--- src/rtl/instruction_fetch_queue.sv ---
// rtl/instruction_fetch_queue.sv - fetch PC owner issuing in-order instruction reads into a flushable queue
// Responses for requests issued before a redirect are counted in discard and dropped on return.
module instruction_fetch_queue #(
  parameter int PCBITWIDTH = 16,
  parameter int QUEUEDEPTH = 4,
  parameter logic [PCBITWIDTH-1:0] RESETVECTOR = '0
) (
  input  logic                  clk,
  input  logic                  async_rst_n,
  input  logic                  clk_en,
  output logic                  InstReqValid,
  input  logic                  InstReqReady,
  output logic [PCBITWIDTH-1:0] InstReqAddr,
  input  logic                  InstRespValid,
  input  logic [15:0]           InstResp,
  output logic                  FetchedInstructionValid,
  output logic [15:0]           FetchedInstruction,
  output logic [PCBITWIDTH-1:0] FetchedPC,
  input  logic                  DecoderReady,
  input  logic                  RedirectValid,
  input  logic [PCBITWIDTH-1:0] RedirectAddr
);
  localparam int AW = $clog2(QUEUEDEPTH);
  localparam int CW = AW + 1;
  localparam logic [CW:0] DEPTH = (CW+1)'(QUEUEDEPTH);

  typedef enum logic [1:0] {BOOT = 2'd0, RUN = 2'd1, FLUSH = 2'd2} state_t;

  state_t                  state;
  logic [PCBITWIDTH-1:0]   pc;
  logic [CW-1:0]           outstanding, discard, occupancy;
  logic [15:0]             inst_q [QUEUEDEPTH];
  logic [PCBITWIDTH-1:0]   pc_q   [QUEUEDEPTH];
  logic [PCBITWIDTH-1:0]   addr_q [QUEUEDEPTH];
  logic [AW-1:0]           q_wr, q_rd, a_wr, a_rd;

  logic          redirect, credit_ok, req_valid, accept;
  logic          resp, drop, keep, push, fetched_valid, pop;
  logic [CW-1:0] discard_redir, discard_next;

  // Credit covers only new-path work: in-flight requests plus filled entries.
  assign credit_ok     = ({1'b0, outstanding} + {1'b0, occupancy}) < DEPTH;
  assign redirect      = clk_en & RedirectValid;
  assign req_valid     = clk_en & (state != BOOT) & ~RedirectValid & credit_ok;
  assign accept        = req_valid & InstReqReady;
  assign resp          = clk_en & InstRespValid;
  assign drop          = resp & (discard != '0);
  assign keep          = resp & (discard == '0);
  assign push          = keep & ~RedirectValid;
  assign fetched_valid = (occupancy != '0) & ~RedirectValid & clk_en;
  assign pop           = fetched_valid & DecoderReady;

  // Any response this cycle retires either an old-path or a new-path request, both now stale.
  assign discard_redir = discard + outstanding + CW'(accept) - CW'(resp);
  assign discard_next  = redirect ? discard_redir : discard - CW'(drop);

  assign InstReqValid            = req_valid;
  assign InstReqAddr             = req_valid ? pc : '0;
  assign FetchedInstructionValid = fetched_valid;
  assign FetchedInstruction      = inst_q[q_rd];
  assign FetchedPC               = pc_q[q_rd];

  always_ff @(posedge clk or negedge async_rst_n) begin
    if (!async_rst_n) begin
      state       <= BOOT;
      pc          <= RESETVECTOR;
      outstanding <= '0;
      discard     <= '0;
      occupancy   <= '0;
      q_wr        <= '0;
      q_rd        <= '0;
      a_wr        <= '0;
      a_rd        <= '0;
      for (int i = 0; i < QUEUEDEPTH; i++) begin
        inst_q[i] <= '0;
        pc_q[i]   <= '0;
        addr_q[i] <= '0;
      end
    end else if (clk_en) begin
      discard <= discard_next;
      if (redirect) begin
        state       <= (discard_redir != '0) ? FLUSH : RUN;
        pc          <= RedirectAddr;
        outstanding <= '0;
        occupancy   <= '0;
        q_wr        <= '0;
        q_rd        <= '0;
        a_wr        <= '0;
        a_rd        <= '0;
      end else begin
        if (state == BOOT)
          state <= RUN;
        else if (state == FLUSH && discard_next == '0)
          state <= RUN;
        outstanding <= outstanding + CW'(accept) - CW'(keep);
        occupancy   <= occupancy + CW'(push) - CW'(pop);
        if (accept) begin
          pc           <= pc + PCBITWIDTH'(1);
          addr_q[a_wr] <= pc;
          a_wr         <= a_wr + AW'(1);
        end
        if (push) begin
          inst_q[q_wr] <= InstResp;
          pc_q[q_wr]   <= addr_q[a_rd];
          q_wr         <= q_wr + AW'(1);
          a_rd         <= a_rd + AW'(1);
        end
        if (pop)
          q_rd <= q_rd + AW'(1);
      end
    end
  end

endmodule

--- config.mk ---
export PLATFORM = sky130hd
export DESIGN_NAME = instruction_fetch_queue
export DESIGN_NICKNAME = d
export VERILOG_FILES = /design/src/rtl/instruction_fetch_queue.sv
export SDC_FILE = /design/constraint.sdc
export NUM_CORES = 1
export LEC_CHECK = 0
export CAP_MARGIN = 20
export CORE_ASPECT_RATIO = 1.2
export CORE_MARGIN = 2
export CORE_UTILIZATION = 39
export CTS_CLUSTER_SIZE = 16
export DETAILED_ROUTE_END_ITERATION = 10
export PLACE_DENSITY = 0.66
export SLEW_MARGIN = 10
export SYNTH_ARGS = -nofsm -noshare
export SYNTH_HDL_FRONTEND = slang
export SYNTH_SLANG_ARGS = --single-unit
--- constraint.sdc ---
create_clock -name clk -period 3.05 [get_ports clk]
set_input_delay 0.61 -clock clk [delete_from_list [all_inputs] [get_ports clk]]
set_output_delay 0.61 -clock clk [all_outputs]
set_load 0.02 [all_outputs]
# == After elaboration in Yosys (flattened, before gate mapping) ==
# Index checks and enable logic that the tools add are counted.
# word_totals
ram_bits,0
regBits,227
memories,0
rom_bits,0
out_inout_bits,50
input_bits,39
word_cells,115
latchBits,0
# classes
add_sub_neg,14
n_shift,0
n_mul,0
magnitude_cmp,7
bitwise_logic,18
reduce_logical,20
muxes,34
n_div,0
eq_ne,1
# op_table
cell,n
bitwise mux 64 bit,3
two-way mux 16 bit,11
binary-select mux 16 bit (select 2 bit),3
demux 16 bit (select 2 bit),2
two-way mux 2 bit,12
adder 16 x 1 -> 16 bit (second input constant),1
AND 1 bit,12
>= comparator 3 bit (second input constant),4
inverter 2 -> 3 bit,4
nonzero test 3 bit,4
subtractor 3 x 1 -> 3 bit,4
adder 3 x 1 -> 3 bit,3
two-way mux 3 bit,3
adder 2 x 1 -> 2 bit (second input constant),4
AND reduction 2 bit,4
nonzero test 2 bit,4
zero test 3 bit,2
< comparator 3 x 1 -> 1 bit (second input constant),2
AND reduction 3 bit,2
adder 3 x 3 -> 4 bit,1
< comparator 4 x 3 -> 1 bit (second input constant),1
adder 3 bit,1
logical AND 1 bit,3
equality test 2 bit (second input constant),1
2 further kinds,3

# == Depth between registers and ports, before layout ==
# depth
ltp_word,13
mapped_depth,15
ltp_nobuf,13

# == Worst setup path before layout ==
# Ideal clock, no wire load.
# synth_timing
path_kind,reg2reg
start,reg outstanding[2]
end,reg state[1]
required_ps,2932
path_stages_with_launch,16
period_less_slack_ps,3089
arrival_time_ps,2971
setup_slack_ps,-39
path_buffers,2
setup_ps,118
path_cell_list,dfrtp_1 -> ha_1 -> nor3_2 -> o2111a_1 -> and2_1 -> buf_6 -> buf_2 -> xnor2_1 -> ha_1 -> a21o_1 -> fa_1 -> xnor2_1 -> xnor2_1 -> nor3_1 -> nor2_1 -> a21o_1
# synth_between
elab_chain_len,11
elab_cells_between_ends,15
cone_classes,add/sub: 4; order compare: 1; mux: 3; bitwise: 2; reduce/logical: 5
# synth_rtl
element,line_no,source
"start, declared",31,"logic [CW-1:0] outstanding, discard, occupancy;"
"start signal, assigned",95,outstanding <= outstanding + CW'(accept) - CW'(keep);
adder 3 x 3 -> 4 bit,42,"assign credit_ok = ({1'b0, outstanding} + {1'b0, occupancy}) < DEPTH;"
< comparator 4 x 3 -> 1 bit,42,
AND 1 bit,44,assign req_valid = clk_en & (state != BOOT) & ~RedirectValid & credit_ok;
AND 1 bit,45,assign accept = req_valid & InstReqReady;
adder 3 x 1 -> 3 bit *,54,assign discard_redir = discard + outstanding + CW'(accept) - CW'(resp);
subtractor 3 x 1 -> 3 bit *,54,
two-way mux 3 bit,55,assign discard_next = redirect ? discard_redir : discard - CW'(drop);
zero test 3 bit,93,else if (state == FLUSH && discard_next == '0)
logical AND 1 bit,93,
nonzero test 3 bit (no source line),-,
AND reduction 2 bit (no source line),-,
"end signal, assigned",82,state <= (discard_redir != '0) ? FLUSH : RUN;
"end, declared",29,state_t state;
# Every way passes the cells marked *; elsewhere a longest branch is shown, timed or not.
# A chain may end at the register's enable or synchronous reset.

# == Worst setup path in the final report ==
# layout_timing
start,reg q_rd[0]
end,out FetchedInstruction[0]
# layout_between
elab_chain_len,4
# layout_rtl
element,line_no,source
"start, declared",35,"logic [AW-1:0] q_wr, q_rd, a_wr, a_rd;"
"start signal, assigned",109,q_rd <= q_rd + AW'(1);
inverter 2 -> 3 bit (implied by the code),60,assign FetchedInstruction = inst_q[q_rd];
binary-select mux 16 bit (select 2 bit),60,
two-way mux 16 bit (implied by the code) (2 in a row),60,
"end, declared",17,"output logic [15:0] FetchedInstruction,"
# Every way passes these cells. The select of a mux whose other input is x is not followed.

==> flow_summary.toml <==
[critical_path]
reg2regPathDepth = 13
crit_start = "q_rd[0]"
slowest_stage = "clkdlybuf4s50_1"
worstPathRequired_ps = 2440
r2r_start = "occupancy[1]"
crit_end = "FetchedInstruction[0]"
cp_cell_sequence = "clkbuf_16, mux4_2, clkdlybuf4s50_1"
crit_type = "reg2out"
crit_fanout = 15
reg2reg_to = "state[1]"
end_kind = "output pin"
rrSetupSlack_ps = 170
slowest_delay_ps = 560
worstPathArrival_ps = 2330
critPathLaunchType = "flop"

[synth]
netlist_instances = 752
synth_warnings = 0
mappedNetlistArea_sq_um = 10780
yosys.area_share.xor_xnor_pct = 1.056
ys_top_cells_by_area = "dfrtp_1 53%, mux2_2 19%, mux4_2 10%"
yosys.area_share.adder_pct = 2.763
synth_top_flop_cell = "dfrtp_1"
yosys.area.top_type_share_pct = 52.70
avgSynthCellArea_sq_um = 14.33
yosysTopAreaCell = "dfrtp_1"
synth_edf_count = 0
synth.most_common_cell = "dfrtp_1"
synth_compound_area_share_pct = 4.214
synth_cell_type_count = 46
syn_nets = 813
synth-simple-area-share_pct = 5.258
yosys_register_bits = 227
muxShareOfSynthArea_pct = 30.25
ys_top_cells_by_count = "227 x dfrtp_1, 182 x mux2_2, 48 x mux4_2"
synthArstFlopShare_pct = 100.0
synth_top_family_by_area = "multiplexers"
seq_area_frac_synth_pct = 52.70

[global_route]
grt_pass1_vias = 6634
overflow = 0
antenna_found_initial = 0
grt_pass1_wl_um = 36420
grt_usage_pct = 15.76
grt_max_degree = 88

[final_layout]
drive_above_1_share_pct = 36.77
num_antenna_cells = 0
area_growth_pct = 20.14
finish.utilization_pct = 47.67
nets = 906

[clocking]
cts_buffers = 25
hold_buffers = 0
insertion_delay_ps = 520
cts_sinks = 227
cts_tree = "yes"
cts_root_buffer = "clkbuf_16"
htree_num_levels = 1
clock_path_buffers = 3
clkTransAtPathRegs_ps = 60

[sta]
clock_skew_ps = 8.732
post-route-min-period_ps = 2941
setup_viol = 0
period_share_pct = 96.41
tightest_slew_ps = 884.7
timing.max_slew.rel_slack_pct = 41.02
fmax_ghz = 0.3401
slew_viol_final = 0
rsz0062_at_grt = "yes"
hold_viol_final = 0

[power_and_ir_drop]
switching_share_pct = 29.90
pwr-share-clk_pct = 31.2
power_density_nw_per_um2 = 799.8
comb_power_share_pct = 27.9
pwr-share-seq_pct = 40.9
p_int_mw = 7.261
power_switching_mw = 3.097
power_mw = 10.36
irDropWorstVdd_uv = 387.6
p_leak_nw = 6.181

[detailed_routing]
routed-via-count = 6407
viasPerCell = 5.330
wl_per_cell_um = 18.57
dr.pass1.iters = 4
drc = 0
finalWirelength_um = 22320
ant_nets = 0
dr.first_iter.drc_count = 311

[place]
place.gp.congestion = 0.8387
hpwl_um = 13860
port_buffers = 88

[floorplan]
chipHeight_um = 186.1
ioPinCount = 89
start_util_pct = 39.67
die_w_um = 155.8
coreArea_sq_um = 27170
dieArea_sq_um = 28990
std_cell_rows = 66

[status]
status = "completed"

[min_path]
hold_path_class = "in2async"

[run]
max_cap_violations = 0
-- area by class of cell --
type	count	area [sq um]
inverters	20	75.07
repair buffers	118	1170
clock buffers	35	733.2
flip-flops and latches	227	5683
fillers	2393	14220
multi-input cells	453	4702
well taps	340	425.4
clock inverters	9	161.4
-- registers in the layout, indices dropped and copies added (netlist names) --
| signal | cells |
|---|---|
| a_wr | 2 |
| outstanding | 3 |
| discard | 3 |
| a_rd | 2 |
| q_rd | 2 |
| pc_q | 64 |
| addr_q | 64 |
| pc | 16 |
| inst_q | 64 |
| occupancy | 3 |
| state | 2 |
| q_wr | 2 |
-- worst min-delay path by stage --
stage	startpoint	to	slack, ps
after floorplan	async_rst_n	a_rd[0]	310
after CTS	async_rst_n	addr_q[6]	110
after detailed placement	inst_q[24]	inst_q[24]	480
after global routing	async_rst_n	addr_q[6]	140
after global placement	inst_q[24]	inst_q[24]	470
final	async_rst_n	addr_q[6]	100
-- cells in the final DEF, fill, tap and decap left out, types with 18 or more instances in the layout --
cell type        count
buf_4               24
clkbuf_16           26
inv_1               20
and2_1              20
clkdlybuf4s50_1     64
dlygate4sd2_1       21
nand2_1             21
dfrtp_1            225
ha_1                19
a21oi_1             27
mux4_2              48
nor2_1              22
o21ai_0             18
mux2_2             182
-- power groups by stage --
stage / clock [mW] / combinational (mW) / sequential, mW
after floorplan: 0 / 2.07 / 4.00
after global placement: 0 / 2.87 / 4.25
after detailed placement: 0 / 2.93 / 4.28
after CTS: 3.32 / 2.90 / 4.23
after global routing: 3.44 / 3.16 / 4.33
final: 3.23 / 2.89 / 4.23
-- timing repair --
item | in CTS | in global routing
pin swaps | 0 | 2
cloned | 0 | 1
resized for setup | 22 | 4
buffers inserted | 0 | 2
endpoints found under the setup margin | 22 | 43
-- per-stage QoR --
stage | hold slack [ps] | cell area, sq um | setup slack (ps) | setup TNS (ps) | std cells
final | 95.09 | 12950 | 109.3 | 0 | 1202
after global routing | 137.6 | 12950 | -1.740 | -1.740 | 1202
after CTS | 114.4 | 12900 | 0.2849 | 0 | 1199
after detailed placement | 476.8 | 12030 | -282.0 | -4092 | 1155
after global placement | 468.6 | 12030 | -237.3 | -3144 | 1155
after floorplan | 314.4 | 10790 | 21.53 | 0 | 752
-- kinds of logic (layout without fill, tap and decap cells) --
logic type      after synthesis  in the layout
mux                         241            241
flops                       227            227
simple gates                103            103
compound gates               74             74
buf+inv                      72            182
fa+ha+maj                    22             22
xor+xnor                     13             13
-- metal layers --
layer / global-route usage [%] / vias to the layer above / part of all wire (%)
met3: 2.212 / 25 / 4.4
met2: 26.73 / 149 / 48
met4: 3.853 / 0 / 1.5
met1: 21.57 / 3317 / 46
li1: - / 2916 / -
met5: 0 / - / 0
-- worst max-delay path, delay by kind of cell, from the launching register on --
kind     cells  cell delay, ps
buf+inv      2             810
flops        1             470
mux          1             520
(Power assumes the default switching activity.)
